## src/rtl/pl_stage_pkg.sv

```systemverilog
// Shared types for the elastic pipeline stage and the CPU control bundles carried through it;
// each stage instance sizes CTRL_W with $bits of the matching bundle.
package pl_stage_pkg;

  localparam int PL_CNT_W_DFLT = 32;

  typedef logic [1:0] pl_occ_t;

  typedef enum logic [1:0] {
    PL_EMPTY = 2'd0,
    PL_ONE   = 2'd1,
    PL_TWO   = 2'd2
  } pl_state_t;

  typedef struct packed {
    logic reg_write;
    logic mem_to_reg;
  } wb_ctrl_t;

  typedef struct packed {
    logic mem_read;
    logic mem_write;
    logic branch;
  } mem_ctrl_t;

  typedef struct packed {
    logic       alu_src;
    logic [1:0] alu_op;
    logic       reg_dst;
  } ex_ctrl_t;

endpackage

```

## src/rtl/pl_stage_slot.sv

```systemverilog
// One pipeline entry (valid + ctrl + data), loaded on the clock edge after i_load.
// Squash clears valid and ctrl but keeps data, and overrides both load and clear.
module pl_stage_slot #(
  parameter int                CTRL_W   = 8,
  parameter int                DATA_W   = 128,
  parameter logic [CTRL_W-1:0] CTRL_RST = '0
) (
  input  logic              i_clk,
  input  logic              i_rst_n,
  input  logic              i_load,
  input  logic              i_clear,
  input  logic              i_squash,
  input  logic [CTRL_W-1:0] i_ctrl,
  input  logic [DATA_W-1:0] i_data,
  output logic              o_valid,
  output logic [CTRL_W-1:0] o_ctrl,
  output logic [DATA_W-1:0] o_data
);

  logic              r_valid;
  logic [CTRL_W-1:0] r_ctrl;
  logic [DATA_W-1:0] r_data;

  always_ff @(posedge i_clk or negedge i_rst_n) begin
    if (!i_rst_n) begin
      r_valid <= 1'b0;
      r_ctrl  <= CTRL_RST;
      r_data  <= '0;
    end else if (i_squash) begin
      r_valid <= 1'b0;
      r_ctrl  <= CTRL_RST;
    end else if (i_load) begin
      r_valid <= 1'b1;
      r_ctrl  <= i_ctrl;
      r_data  <= i_data;
    end else if (i_clear) begin
      r_valid <= 1'b0;
    end
  end

  assign o_valid = r_valid;
  assign o_ctrl  = r_ctrl;
  assign o_data  = r_data;

endmodule

```

## src/rtl/pl_stage_elastic.sv

```systemverilog
// Generic elastic pipeline stage register: 1-cycle latency, 1 item/cycle throughput.
// Backpressure: registered in_ready via a 2-entry skid (SKID=1) or combinational ready (SKID=0).
module pl_stage_elastic
  import pl_stage_pkg::*;
#(
  parameter int                CTRL_W   = 8,
  parameter int                DATA_W   = 128,
  parameter logic [CTRL_W-1:0] CTRL_RST = '0,
  parameter int                SKID     = 1,
  parameter int                CNT_W    = PL_CNT_W_DFLT
) (
  input  logic              CLK,
  input  logic              nRST,
  input  logic              in_valid,
  output logic              in_ready,
  input  logic [CTRL_W-1:0] in_ctrl,
  input  logic [DATA_W-1:0] in_data,
  output logic              out_valid,
  input  logic              out_ready,
  output logic [CTRL_W-1:0] out_ctrl,
  output logic [DATA_W-1:0] out_data,
  input  logic              flush,
  output logic [1:0]        occupancy,
  output logic [CNT_W-1:0]  stall_cnt,
  output logic [CNT_W-1:0]  bubble_cnt
);

  localparam logic [CNT_W-1:0] CNT_ONE = {{(CNT_W-1){1'b0}}, 1'b1};

  pl_state_t         r_state;
  pl_state_t         w_state_nxt;
  logic              w_acc;
  logic              w_fire;
  logic              w_in_ready;
  logic              w_main_load;
  logic              w_main_clear;
  logic              w_main_valid;
  logic [CTRL_W-1:0] w_main_ctrl_in;
  logic [DATA_W-1:0] w_main_data_in;
  logic [CTRL_W-1:0] w_main_ctrl;
  logic [DATA_W-1:0] w_main_data;
  logic [CNT_W-1:0]  r_stall_cnt;
  logic [CNT_W-1:0]  r_bubble_cnt;

  assign w_acc  = in_valid && w_in_ready;
  assign w_fire = w_main_valid && out_ready;

  always_ff @(posedge CLK or negedge nRST) begin
    if (!nRST) begin
      r_state <= PL_EMPTY;
    end else begin
      r_state <= w_state_nxt;
    end
  end

  pl_stage_slot #(
    .CTRL_W   (CTRL_W),
    .DATA_W   (DATA_W),
    .CTRL_RST (CTRL_RST)
  ) u_main (
    .i_clk    (CLK),
    .i_rst_n  (nRST),
    .i_load   (w_main_load),
    .i_clear  (w_main_clear),
    .i_squash (flush),
    .i_ctrl   (w_main_ctrl_in),
    .i_data   (w_main_data_in),
    .o_valid  (w_main_valid),
    .o_ctrl   (w_main_ctrl),
    .o_data   (w_main_data)
  );

  generate
    if (SKID != 0) begin : g_skid
      logic              w_skid_load;
      logic              w_skid_clear;
      logic              w_skid_valid;
      logic [CTRL_W-1:0] w_skid_ctrl;
      logic [DATA_W-1:0] w_skid_data;

      pl_stage_slot #(
        .CTRL_W   (CTRL_W),
        .DATA_W   (DATA_W),
        .CTRL_RST (CTRL_RST)
      ) u_skid (
        .i_clk    (CLK),
        .i_rst_n  (nRST),
        .i_load   (w_skid_load),
        .i_clear  (w_skid_clear),
        .i_squash (flush),
        .i_ctrl   (in_ctrl),
        .i_data   (in_data),
        .o_valid  (w_skid_valid),
        .o_ctrl   (w_skid_ctrl),
        .o_data   (w_skid_data)
      );

      // Ready depends only on registered state, breaking the out_ready -> in_ready path.
      assign w_in_ready = !w_skid_valid && !flush;

      always_comb begin
        w_state_nxt    = r_state;
        w_main_load    = 1'b0;
        w_main_clear   = 1'b0;
        w_skid_load    = 1'b0;
        w_skid_clear   = 1'b0;
        w_main_ctrl_in = in_ctrl;
        w_main_data_in = in_data;
        if (flush) begin
          w_state_nxt = PL_EMPTY;
        end else begin
          case (r_state)
            PL_EMPTY: begin
              if (w_acc) begin
                w_main_load = 1'b1;
                w_state_nxt = PL_ONE;
              end
            end
            PL_ONE: begin
              if (w_acc && w_fire) begin
                w_main_load = 1'b1;
              end else if (w_acc) begin
                w_skid_load = 1'b1;
                w_state_nxt = PL_TWO;
              end else if (w_fire) begin
                w_main_clear = 1'b1;
                w_state_nxt  = PL_EMPTY;
              end
            end
            PL_TWO: begin
              if (w_fire) begin
                w_main_load    = 1'b1;
                w_main_ctrl_in = w_skid_ctrl;
                w_main_data_in = w_skid_data;
                w_skid_clear   = 1'b1;
                w_state_nxt    = PL_ONE;
              end
            end
            default: w_state_nxt = PL_EMPTY;
          endcase
        end
      end
    end else begin : g_single
      assign w_in_ready = (!w_main_valid || out_ready) && !flush;

      always_comb begin
        w_state_nxt    = r_state;
        w_main_load    = 1'b0;
        w_main_clear   = 1'b0;
        w_main_ctrl_in = in_ctrl;
        w_main_data_in = in_data;
        if (flush) begin
          w_state_nxt = PL_EMPTY;
        end else if (w_acc) begin
          w_main_load = 1'b1;
          w_state_nxt = PL_ONE;
        end else if (w_fire) begin
          w_main_clear = 1'b1;
          w_state_nxt  = PL_EMPTY;
        end
      end
    end
  endgenerate

  always_ff @(posedge CLK or negedge nRST) begin
    if (!nRST) begin
      r_stall_cnt  <= '0;
      r_bubble_cnt <= '0;
    end else begin
      if (w_main_valid && !out_ready && (r_stall_cnt != '1)) begin
        r_stall_cnt <= r_stall_cnt + CNT_ONE;
      end
      if (!w_main_valid && !flush && (r_bubble_cnt != '1)) begin
        r_bubble_cnt <= r_bubble_cnt + CNT_ONE;
      end
    end
  end

  assign in_ready   = w_in_ready;
  assign out_valid  = w_main_valid;
  // Masking here keeps a stale ctrl value from leaking out of an empty stage.
  assign out_ctrl   = w_main_valid ? w_main_ctrl : CTRL_RST;
  assign out_data   = w_main_data;
  assign occupancy  = pl_occ_t'(r_state);
  assign stall_cnt  = r_stall_cnt;
  assign bubble_cnt = r_bubble_cnt;

endmodule

```

## config.mk

```make
export PLATFORM = sky130hd
export DESIGN_NAME = pl_stage_elastic
export DESIGN_NICKNAME = d
export VERILOG_FILES = /design/src/rtl/pl_stage_pkg.sv /design/src/rtl/pl_stage_slot.sv /design/src/rtl/pl_stage_elastic.sv
export SDC_FILE = /design/constraint.sdc
export NUM_CORES = 1
export LEC_CHECK = 0
export BUFFER_PORTS_ARGS = -buffer_cell sky130_fd_sc_hd__buf_2
export CORE_ASPECT_RATIO = 0.5
export CORE_MARGIN = 2
export CORE_UTILIZATION = 55
export CTS_CLUSTER_DIAMETER = 30
export CTS_CLUSTER_SIZE = 20
export DETAILED_ROUTE_END_ITERATION = 16
export PLACE_DENSITY_LB_ADDON = 0.3
export SYNTH_ARGS = -nofsm -noshare
export SYNTH_HDL_FRONTEND = slang
export SYNTH_SLANG_ARGS = --single-unit
```

## constraint.sdc

```tcl
create_clock -name CLK -period 4.8 [get_ports CLK]
set_clock_uncertainty 0.2 [all_clocks]
set_input_delay 1.44 -clock CLK [delete_from_list [all_inputs] [get_ports CLK]]
set_output_delay 1.44 -clock CLK [all_outputs]
set_load 0.01 [all_outputs]
```

==> results_dict.tcl <==
set metrics [dict create \
    post_drt_wl_per_cell_um 16.4 \
    area_growth_pct 25.8 \
    status "complete, no violations" \
    cp_max_fo 24 \
    wirelength_um 36600 \
    path_clk_slew_ns 0.05 \
    multiInputGateArea_um2 5900 \
    finalSetupViolCount 0 \
    fin_area_um2 18500 \
    synth.avg_cell_area_um2 9.79 \
    power_density_nw_per_um2 532 \
    max_freq_mhz 267 \
    cts_root_buf "clkbuf_16" \
    numPortBuffers 344 \
    post-route-period-util_pct 78.0 \
    die_area_um2 28200 \
    route.detailed.drc 0 \
    ys_top_cells_by_area "dfrtp_1, nand2_1, mux2i_1" \
    first_pass_iters 5 \
    synth_edf_count 0 \
    cts_sinks 340 \
    vias_per_cell 5.28 \
    fp.dieW_um 235 \
    overflow 0 \
    cts_resized 0 \
    ys_warn_count 0 \
    cp_slowest_stage_delay_ns 0.36 \
    finalHoldViolations 0 \
    antenna_found_initial 10 \
    grt_pass1_wl_um 59500 \
    tightest_slew_ns 1.06 \
    routabilityCongestion 0.843 \
    final_common_cell "nand2_1" \
    relSlewSlack_pct 29.1 \
    final_nets 1987 \
    hp-class "reg -> reg" \
    period_needed_ns 3.75 \
    die_h_um 120 \
    tns_ns 0 \
    cts.htree.levels 2 \
    grt_start_max_net_pins 93 \
    crit_arrival_ns 2.11 \
    syn-num-nets 1647 \
    worst-path-buf-inv 2 \
    synth_top_area_cell "dfrtp_1" \
    vias 11800 \
    ir_worst_vdd_mv 0.319 \
    leakagePower_uw 0.0100 \
    slowest_stage "buf_2" \
    layout_common_cells "nand2_1, buf_2, dfrtp_1, nor2_1, mux2i_1" \
    regArea_um2 8510 \
    n_fill_cell 2017 \
    ys_ff_latch 340 \
    place_area_um2 17000 \
    required_ns 3.16 \
    ys_seq_area_share_pct 57.8 \
    worstPathCellList "buf_2 -> nor2_1 -> buf_2" \
    rows 42 \
    syn_area_um2 14700 \
    path_delay_family "buffers and inverters" \
    drive_gt1_share_pct 25.2 \
    synth_cells 1504 \
    end_kind "output port" \
    first_iter_violations 827 \
    core_um2 26400 \
    post-dp-hpwl_um 24500 \
    yosysTopAreaCellShare_pct 57.8 \
    synthDistinctLibCells 49 \
    cts_hold_buf 0 \
    post-cts-setup-buffer-count 0 \
    worst-setup-path-type "in -> out" \
    cts_tree "done" \
    numCtsBuffers 44 \
    rsz0062_at_grt "false" \
    synthFlopType "dfrtp_1" \
    cp-start-kind "primary input" \
    async_flop_share_pct 100 \
    maxSlewViolCount 0 \
    cts_buffer_depth 3 \
    ff2ff_setup_slack_ns 1.92 \
    initial_core_util_pct 55.8 \
    worstSkewPairLatency_ns 0.53 \
    grt_pass1_vias 11700 \
    ant_nets 0 \
    critPathMostFrequentCell "buf_2" \
    io_pins 345 \
    maxCapViolCount 0 \
    grt_usage_pct 26.1 \
]
-- per-layer routing --
layer | vias up | track usage (%) | routed length (µm)
li1 | 5682 | - | -
met1 | 5723 | 33.6 | 15500
met2 | 308 | 43.6 | 18100
met3 | 90 | 5.50 | 1730
met4 | 0 | 10.7 | 1260
met5 | - | 0 | 0
-- kinds of logic (layout without fill, tap and decap cells) --
| group | after synthesis | in the layout | synth area share (%) |
|---|---|---|---|
| xor gates and xnor gates | 56 | 56 | 3.33 |
| AOI/OAI and AO/OA | 153 | 153 | 5.51 |
| other | 0 | 10 | 0 |
| adders and majority gates | 2 | 2 | 0.170 |
| DFF | 340 | 340 | 57.8 |
| buffers and inverters | 87 | 456 | 2.46 |
| muxes | 143 | 143 | 9.78 |
| and+or+nand+nor | 723 | 723 | 21.0 |
-- flip-flops by register name, indices dropped and copies added (netlist names) --
register,flops
bubble_cnt,32
g_skid.u_skid.o_ctrl,8
g_skid.u_skid.o_data,128
g_skid.u_skid.o_valid,1
occupancy,2
stall_cnt,32
u_main.o_ctrl,8
u_main.o_data,128
u_main.o_valid,1
-- final timing paths --
kind / from / endpoint / cells after the start
min in group asynchronous: nRST / g_skid.u_skid.o_data[94]$_DFFE_PN0P_ / 1
worst max register to register: occupancy[1]$_DFFE_PN0P_ / u_main.o_data[51]$_DFFE_PN0P_ / 7
worst max-delay path: flush / in_ready / 3
max in group asynchronous: nRST / u_main.o_data[20]$_DFFE_PN0P_ / 3
worst min register to register: g_skid.u_skid.o_data[80]$_DFFE_PN0P_ / g_skid.u_skid.o_data[80]$_DFFE_PN0P_ / 2
worst min-delay path: g_skid.u_skid.o_data[80]$_DFFE_PN0P_ / g_skid.u_skid.o_data[80]$_DFFE_PN0P_ / 2
-- metrics by stage --
stage	util (%)	hold WS (ns)	setup slack (ns)	power [µW]	instances
detailed placement	64.4	0.261	0.884	6530	2150
global placement	64.4	0.256	1.01	6400	2150
finish	70.2	0.271	1.05	9860	2235
global route	70.2	0.292	1.01	10400	2235
floorplan	-	0.245	1.34	5550	1504
CTS	70.1	0.275	1.06	9940	2225
-- synthesized netlist by cell type, types with 12 or more instances --
| cell | n |
|---|---|
| xor2_1 | 25 |
| nor3_1 | 12 |
| a21oi_1 | 135 |
| xnor2_1 | 31 |
| nand3_1 | 25 |
| clkbuf_1 | 46 |
| dfrtp_1 | 340 |
| buf_2 | 23 |
| nand4_1 | 18 |
| nor2_1 | 163 |
| mux2i_1 | 136 |
| nand2_1 | 431 |
-- cell type report --
| type | instances | area share, % |
|---|---|---|
| Timing Repair Buffer | 374 | 11.4 |
| Sequential cell | 340 | 45.9 |
| Tap cell | 352 | 2.38 |
| Clock inverter | 20 | 1.47 |
| Inverter | 7 | 0.142 |
| Antenna cell | 10 | 0.135 |
| Multi-Input combinational cell | 1077 | 31.9 |
| Clock buffer | 55 | 6.66 |
-- where the power goes --
| part | leakage (µW) | internal, µW | switching [µW] | total (µW) |
|---|---|---|---|---|
| logic | 0.00518 | 878 | 1210 | 2090 |
| clock network | 0.000734 | 2100 | 1270 | 3370 |
| registers | 0.00413 | 3840 | 562 | 4400 |
| total | 0.0100 | 6820 | 3040 | 9860 |
-- worst register-to-register path: cells and delay by family (launching register included) --
family	cells	cell delay, ns
buf+inv	2	0.56
compound gates	3	0.87
simple gates	2	0.73
flops	1	0.43
No activity file was read; power rests on OpenSTA's default activity.
